### src/rtl/seqdet_serializer.sv
// Parallel-to-serial stage feeding the sequence detector: WIDTH-bit words in over valid/ready,
// one bit per clock out on x with a one-entry holding register. Optional parity bit: SEQDET_SER_PARITY_EN.
module seqdet_serializer #(
    parameter int WIDTH     = 8,
    parameter bit MSB_FIRST = 1'b1
) (
    input  logic             clk,
    input  logic             rst,
    input  logic             load_valid,
    input  logic [WIDTH-1:0] load_data,
    output logic             load_ready,
    output logic             x,
    output logic             x_valid,
    output logic             x_last,
    output logic             busy
);

    localparam int            CW   = $clog2(WIDTH);
    localparam logic [CW-1:0] LAST = CW'(WIDTH - 1);
`ifndef SEQDET_SER_PARITY_EN
    localparam logic [CW-1:0] PENULT = CW'(WIDTH - 2);
`endif

    typedef enum logic [1:0] {
        IDLE  = 2'd0,
        SHIFT = 2'd1
`ifdef SEQDET_SER_PARITY_EN
        ,
        PAR   = 2'd2
`endif
    } state_t;

    state_t           state;
    logic [WIDTH-1:0] sreg;
    logic [CW-1:0]    cnt;
    logic [WIDTH-1:0] hold_reg;
    logic             hold_full;
`ifdef SEQDET_SER_PARITY_EN
    logic             par;
`endif

    logic             accept;
    logic             final_bit;
    logic             ld_go;
    logic             to_hold;
    logic [WIDTH-1:0] ld_word;
    logic [WIDTH-1:0] ld_rest;
    logic [WIDTH-1:0] sreg_shift;
    logic             first_bit;
    logic             next_bit;

    assign load_ready = ~hold_full;
    assign busy       = (state != IDLE) | hold_full;
    assign accept     = load_valid & ~hold_full;

`ifdef SEQDET_SER_PARITY_EN
    assign final_bit = (state == PAR);
`else
    assign final_bit = (state == SHIFT) && (cnt == LAST);
`endif

    // A held word always wins over a new one; load_ready is low whenever the hold is full.
    assign ld_word    = hold_full ? hold_reg : load_data;
    assign ld_go      = ((state == IDLE) && accept) || (final_bit && (hold_full || accept));
    assign to_hold    = accept && (state != IDLE) && !final_bit;
    assign first_bit  = MSB_FIRST ? ld_word[WIDTH-1] : ld_word[0];
    assign ld_rest    = MSB_FIRST ? (ld_word << 1) : (ld_word >> 1);
    assign next_bit   = MSB_FIRST ? sreg[WIDTH-1] : sreg[0];
    assign sreg_shift = MSB_FIRST ? (sreg << 1) : (sreg >> 1);

    // NOTE: every register here updates with <= so all right-hand sides see pre-edge values.
    always_ff @(posedge clk or negedge rst) begin
        if (!rst) begin
            state     <= IDLE;
            sreg      <= '0;
            cnt       <= '0;
            // NOTE: the holding register is a plain flop, not a RAM, so it is cleared on reset too.
            hold_reg  <= '0;
            hold_full <= 1'b0;
            x         <= 1'b0;
            x_valid   <= 1'b0;
            x_last    <= 1'b0;
`ifdef SEQDET_SER_PARITY_EN
            par       <= 1'b0;
`endif
        end else begin
            if (to_hold) begin
                hold_reg  <= load_data;
                hold_full <= 1'b1;
            end

            if (ld_go) begin
                state     <= SHIFT;
                sreg      <= ld_rest;
                cnt       <= '0;
                x         <= first_bit;
                x_valid   <= 1'b1;
                x_last    <= 1'b0;
                hold_full <= 1'b0;
`ifdef SEQDET_SER_PARITY_EN
                par       <= ^ld_word;
`endif
            end else if (final_bit) begin
                state   <= IDLE;
                x       <= 1'b0;
                x_valid <= 1'b0;
                x_last  <= 1'b0;
            end else if (state == SHIFT) begin
`ifdef SEQDET_SER_PARITY_EN
                if (cnt == LAST) begin
                    state  <= PAR;
                    x      <= par;
                    x_last <= 1'b1;
                end else
`endif
                begin
                    x    <= next_bit;
                    sreg <= sreg_shift;
                    cnt  <= cnt + CW'(1);
`ifdef SEQDET_SER_PARITY_EN
                    x_last <= 1'b0;
`else
                    x_last <= (cnt == PENULT);
`endif
                end
            end
        end
    end

endmodule

### config.mk
export PLATFORM = sky130hd
export DESIGN_NAME = seqdet_serializer
export DESIGN_NICKNAME = d
export VERILOG_FILES = /design/src/rtl/seqdet_serializer.sv
export SDC_FILE = /design/constraint.sdc
export NUM_CORES = 1
export LEC_CHECK = 0
export BUFFER_PORTS_ARGS = -buffer_cell sky130_fd_sc_hd__buf_2
export CAP_MARGIN = 15
export CORE_ASPECT_RATIO = 0.9
export CORE_MARGIN = 1
export CORE_UTILIZATION = 40
export DETAILED_ROUTE_END_ITERATION = 12
export PLACE_DENSITY_LB_ADDON = 0.3
export SYNTH_ARGS = -nofsm -noshare
export SYNTH_HDL_FRONTEND = slang
export SYNTH_SLANG_ARGS = --single-unit
### constraint.sdc
create_clock -name clk -period 2.3 [get_ports clk]
set_input_delay 0 -clock clk [delete_from_list [all_inputs] [get_ports clk]]
set_output_delay 0 -clock clk [all_outputs]
set_load 0.005 [all_outputs]
==> impl_results.md, run 1 <==
- H-tree levels: 1
- Die Y: 53.6 µm
- Pin count of the biggest net entering global routing: 23
- Peak Freq: 551 MHz
- Clock Latency Late Sink: 310 ps
- I/O Buffers: 15
- NumNets Final: 142
- Clk buf depth: 2
- Final period utilization: 0.789
- Area growth syn-to-layout: 17.6%
- Total GRT Usage: 0.173
- RePlAce Congestion: 0.740
- CP Class: reg -> reg
- Syn Area/Cell: 11.4 µm²
- ANT nets after route: 0
- Resized Gates After CTS: 0
- Clk sinks: 22
- Max reg flops: 8
- Fin Setup TNS: 0 ps
- Root buf cell: clkbuf_4
- Most common cell after layout, fill and taps aside: dfrtp_1
- WL per Instance: 13.5 µm
- Yosys top cell by area: dfrtp_1
- Share of cells above drive strength 1: 0.346
- Max-cap violations: 0
- Layout fillers: 266
- Final Hold Fails: 0
- Die Area: 3180 µm²
- Initial antenna violation count: 0
- Setup Buffers After CTS: 0
- Sequential area share after synthesis: 0.465
- CP endpoint kind: flip-flop
- Largest family of logic cells by synthesized area: compound AO/OA/AOI/OAI gates
- Top cells by area, synth: dfrtp_1 46%, mux2_4 10%, a22o_2 5.1%, nand2_1 4.8%, o211ai_1 3.8%
- Worst VDD drop: 0.490 mV
- Simple-gate share of the synthesized area: 0.105
- Crit path DAT: 2050 ps
- Critical path startpoint category: flip-flop
- RSZ-0062 raised after global routing: no
- Status: finished, final reports clean
- Via Count: 843
- CP Max Fanout: 11
- Final setup viols: 0
- Setup Skew: 6.50 ps
- Initial DRT Pass Iterations: 4
- GRT overflow: 0
- Hpwl dp: 1540 µm
- Post-route DRC: 0
- Core region area: 2770 µm²
- Gate count of the mapped netlist: 104
- Ports: 16
- Mapped cell area: 1180 µm²
- Final slew viol count: 0
- Synth Area in Compound Gates: 0.218
- Synth Warn #: 0
- Cell Pwr Density: 1090 nW/µm²
- Mux contribution to synthesized area: 0.111
- First DRT Iteration DRCs: 29
- Final worst slack: 485 ps
- Fraction of the mapped netlist area in adder cells: 0.0317
- Die W: 59.4 µm
- Site Rows: 18
- Clock slew at reported path FFs: 120 ps
- Yosys top cell area share: 0.465
- Initial Utilization: 0.428
- XOR/XNOR Fraction of Synth Area: 0
- Net count of the mapped netlist: 118
- Seq cells post-synth: 22
- Via density: 5.05
- Leak: 0.617 nW
- # diodes: 0
- Most frequent cells in the layout: 22 x dfrtp_1, 15 x nand2_1, 15 x buf_2
- Slew headroom: 0.647
- CTS tree: built
- DP Worst Slack: 504 ps
- Minimum clock period: 1810 ps
- Final wirelength: 2250 µm
- First-pass GRT wire length: 4020 µm
- Post-synth cell types: 31
- Vias in the first global route: 847
- Cts bufs inserted: 3
- Worst min path class: in -> reg
- Slew @ Worst Pin: 530 ps
- Worst path required time: 2530 ps
## worst paths after layout
path	from	end	slack, ps	cells after the start
setup / recovery	cnt[1]$_DFFE_PN0P_	sreg[4]$_DFFE_PN0P_	490	6
hold / removal	load_valid	hold_full$_DFFE_PN0P_	5	3
setup reg to reg	cnt[1]$_DFFE_PN0P_	sreg[4]$_DFFE_PN0P_	490	6
hold reg to reg	sreg[4]$_DFFE_PN0P_	sreg[5]$_DFFE_PN0P_	520	2
max in group asynchronous	rst	cnt[1]$_DFFE_PN0P_	1790	2
min in group asynchronous	rst	hold_reg[7]$_DFFE_PN0P_	180	2
## power by group
| part | internal [mW] | switching (mW) |
|---|---|---|
| combinational | 0.363 | 0.276 |
| clock | 0.0966 | 0.116 |
| sequential | 0.551 | 0.120 |
## per-layer routing
metal	track usage	vias to the layer above	part of all wire
li1	-	419	-
met1	0.240	406	0.51
met2	0.273	16	0.45
met3	0.0505	2	0.035
met4	0.0238	0	0.0058
met5	0	-	0
## cell families (layout without fill, tap and decap cells)
family,Yosys count,in the layout
muxes,9,9
buffers and inverters,12,35
AOI/OAI and AO/OA,33,33
DFF,22,22
and+or+nand+nor,25,25
adders and majority gates,3,3
## worst max-delay path, stage by stage (launching register included)
cell	delay (ps)
dfrtp_1	410
ha_1	160
ha_1	310
nand2b_1	110
a21oi_2	450
a22oi_1	180
o211ai_1	120
## area by class of cell
cell class | instances | area [µm²] | share of cell area
Sequential cell | 22 | 551 | 0.395
Multi-Input combinational cell | 70 | 551 | 0.395
Inverter | 3 | 11.3 | 0.00808
Tap cell | 40 | 50.0 | 0.0359
Timing Repair Buffer | 28 | 195 | 0.140
Clock buffer | 4 | 36.3 | 0.0260
## cell usage after synthesis
library cell,instances
o211ai_1,6
a22o_2,6
a22oi_1,5
dfrtp_1,22
and2_4,1
a21oi_2,1
and2_1,1
or2_2,1
nand2b_1,3
a22oi_2,2
nor2_1,1
clkbuf_2,2
a22o_1,2
nor2b_1,1
ha_1,3
o21ai_1,1
a21oi_1,3
mux2_2,1
o22a_1,1
mux2_4,8
buf_2,2
buf_6,3
nand4b_1,1
buf_8,1
a211oi_1,1
nand2_1,15
buf_1,1
o21ai_0,4
a21boi_0,1
nor2b_2,1
inv_1,3
## timing repair
action	CTS	global route
setup endpoints to repair	0	0
hold buffers	9	0
endpoints found under the hold margin	37	0
## through the flow
step	cell area (µm²)	hold WS, ps	std cells	utilization	power (mW)
6_report	1390	5.37	167	0.503	1.52
3_5_place_dp	1270	-2.58	154	0.458	1.31
5_1_grt	1390	15.4	167	0.503	1.66
2_1_floorplan	1180	-296	104	-	1.17
4_1_cts	1390	1.11	167	0.503	1.54
3_3_place_gp	1270	-0.841	154	0.458	1.29
(Power assumes the default switching activity.)
==> inputs of run 2 (changes only) <==
==> constraint.sdc (replaced) <==
create_clock -name clk -period 1.8 [get_ports clk]
set_input_delay 0 -clock clk [delete_from_list [all_inputs] [get_ports clk]]
set_output_delay 0 -clock clk [all_outputs]
set_load 0.005 [all_outputs]
==> run 2 against run 1 <==
  * Non-clock buffer count is 4 higher
  * Hold slack better by 160 ps
  * Flip-flop and latch count did not move
  * Core utilization up 1.3 points
  * Combinational power is 36% higher
  * Routed wire length up 4.1%
  * Sequential share of layout area shrank 0.97 points
  * Clock power rose by 30%
==> impl_results.md, run 2 (synthesized netlist as in run 1, its figures left out) <==
- Status: finished, final reports clean
- RSZ-0062 raised after global routing: no
- Worst VDD drop: 0.758 mV (+55%)
- Final slew viol count: 0 (unchanged)
- ANT nets after route: 0 (unchanged)
- Die W: 59.4 µm (unchanged)
- Die Y: 53.6 µm (unchanged)
- Core region area: 2770 µm² (unchanged)
- Share of cells above drive strength 1: 0.366 (+0.0200)
- I/O Buffers: 15 (unchanged)
- H-tree levels: 1 (unchanged)
- NumNets Final: 146 (+2.8%)
- RePlAce Congestion: 0.700 (-5.4%)
- Leak: 0.639 nW (+3.6%)
- Cell Pwr Density: 1400 nW/µm² (+28%)
- Die Area: 3180 µm² (unchanged)
- Initial antenna violation count: 0 (unchanged)
- Post-route DRC: 0 (unchanged)
- Final worst slack: 101 ps (-384 ps)
- Placed cell count: 157 (+1.9%)
- Pin count of the biggest net entering global routing: 23 (unchanged)
- First DRT Iteration DRCs: 35 (+21%)
- Worst min path class: in -> async
- Vias in the first global route: 863 (+1.9%)
- CP Max Fanout: 8 (-3)
- Minimum clock period: 1700 ps (-116 ps)
- Via density: 5.06 (+0.33%)
- CP endpoint kind: flip-flop
- Clock slew at reported path FFs: 120 ps (about the same)
- Final wirelength: 2350 µm (+4.1%)
- Most frequent cells in the layout: 22 x dfrtp_1, 15 x nand2_1, 15 x buf_2
- Setup Skew: 0.613 ps (-5.89 ps)
- Final cell count without fillers: 171 (+2.4%)
- CTS tree: built
- Initial Utilization: 0.428 (unchanged)
- Hpwl dp: 1590 µm (+3.6%)
- Area growth syn-to-layout: 20.6%
- Pwr Total: 1.99 mW (+31%)
- Worst path required time: 2010 ps (-520 ps)
- DP Worst Slack: 124 ps (-380 ps)
- Root buf cell: clkbuf_4
- Fin Setup TNS: 0 ps (unchanged)
- Critical path startpoint category: flip-flop
- Slew headroom: 0.673 (+0.0257)
- First-pass GRT wire length: 4200 µm (+4.5%)
- Most common cell after layout, fill and taps aside: dfrtp_1
- Clk buf depth: 2 (unchanged)
- Peak Freq: 589 MHz (+6.8%)
- Reg2Reg Setup Slack: 100 ps (-380 ps)
- Site Rows: 18 (unchanged)
- GRT overflow: 0 (unchanged)
- Via Count: 866 (+2.7%)
- Crit path DAT: 1910 ps (-140 ps)
- Clk sinks: 22 (unchanged)
- Cts bufs inserted: 3 (unchanged)
- Final period utilization: 0.944 (+0.155)
- Max-cap violations: 0 (unchanged)
- Clock Latency Late Sink: 310 ps (about the same)
- WL per Instance: 13.7 µm (+1.7%)
- Final setup viols: 0 (unchanged)
- CP Class: reg -> reg
- # diodes: 0 (unchanged)
- Final Hold Fails: 0 (unchanged)
- Post-Route Utilization: 0.516 (+0.0126)
- Max reg flops: 8 (unchanged)
- Slew @ Worst Pin: 491 ps (-38.5 ps)
- Initial DRT Pass Iterations: 4 (unchanged)
- Ports: 16 (unchanged)
- Total GRT Usage: 0.183 (+0.0104)
[run 2: metrics by stage]
step,hold WS (ps),cell area [µm²]
detailed placement,-4.57,1290
finish,170,1430
global route,203,1430
floorplan,-296,1180
global placement,-2.27,1290
CTS,184,1430
[run 2: routing by layer]
layer  global-route usage  vias up  wire length, µm
met4               0.0317        0               13
met3               0.0529        2               96
li1                     -      427                -
met2                0.290       19             1060
met1                0.252      418             1180
met5                    0        -                0
[run 2: timing repair]
| action | in CTS | in global routing |
|---|---|---|
| setup buffers | 0 | 0 |
| endpoints found under the setup margin | 0 | 1 |
| hold buffers | 10 | 0 |
| resized for setup | 0 | 1 |
| endpoints found under the hold margin | 38 | 0 |
[run 2: final cells by class]
| class | instances | area [µm²] |
|---|---|---|
| clock buffer | 4 | 36.3 |
| tap | 40 | 50.0 |
| fill | 271 | 1340 |
| inverter | 3 | 11.3 |
| sequential | 22 | 551 |
| multi-input combinational | 70 | 553 |
| timing repair buffer | 32 | 228 |
[run 2: final timing paths]
| kind | depth (start not counted) | start | to |
|---|---|---|---|
| worst min register to register | 1 | hold_reg[2]$_DFFE_PN0P_ | hold_reg[2]$_DFFE_PN0P_ |
| worst max register to register | 5 | cnt[0]$_DFFE_PN0P_ | hold_reg[2]$_DFFE_PN0P_ |
| min in group clk | 4 | load_data[0] | sreg[1]$_DFFE_PN0P_ |
| worst max-delay path | 5 | cnt[0]$_DFFE_PN0P_ | hold_reg[2]$_DFFE_PN0P_ |
| worst min-delay path | 2 | rst | hold_full$_DFFE_PN0P_ |
| max in group asynchronous | 2 | rst | hold_reg[2]$_DFFE_PN0P_ |
[run 2: worst max-delay path: stages, from the launching register on]
cell and delay, ps:
dfrtp_1 430, ha_1 220, ha_1 240, nor2b_2 140
and2_4 260, mux2_4 320
[run 2: power by group]
| group | switching, mW | internal [mW] |
|---|---|---|
| combinational | 0.377 | 0.490 |
| clock | 0.153 | 0.123 |
| sequential | 0.145 | 0.705 |
| total | 0.675 | 1.32 |
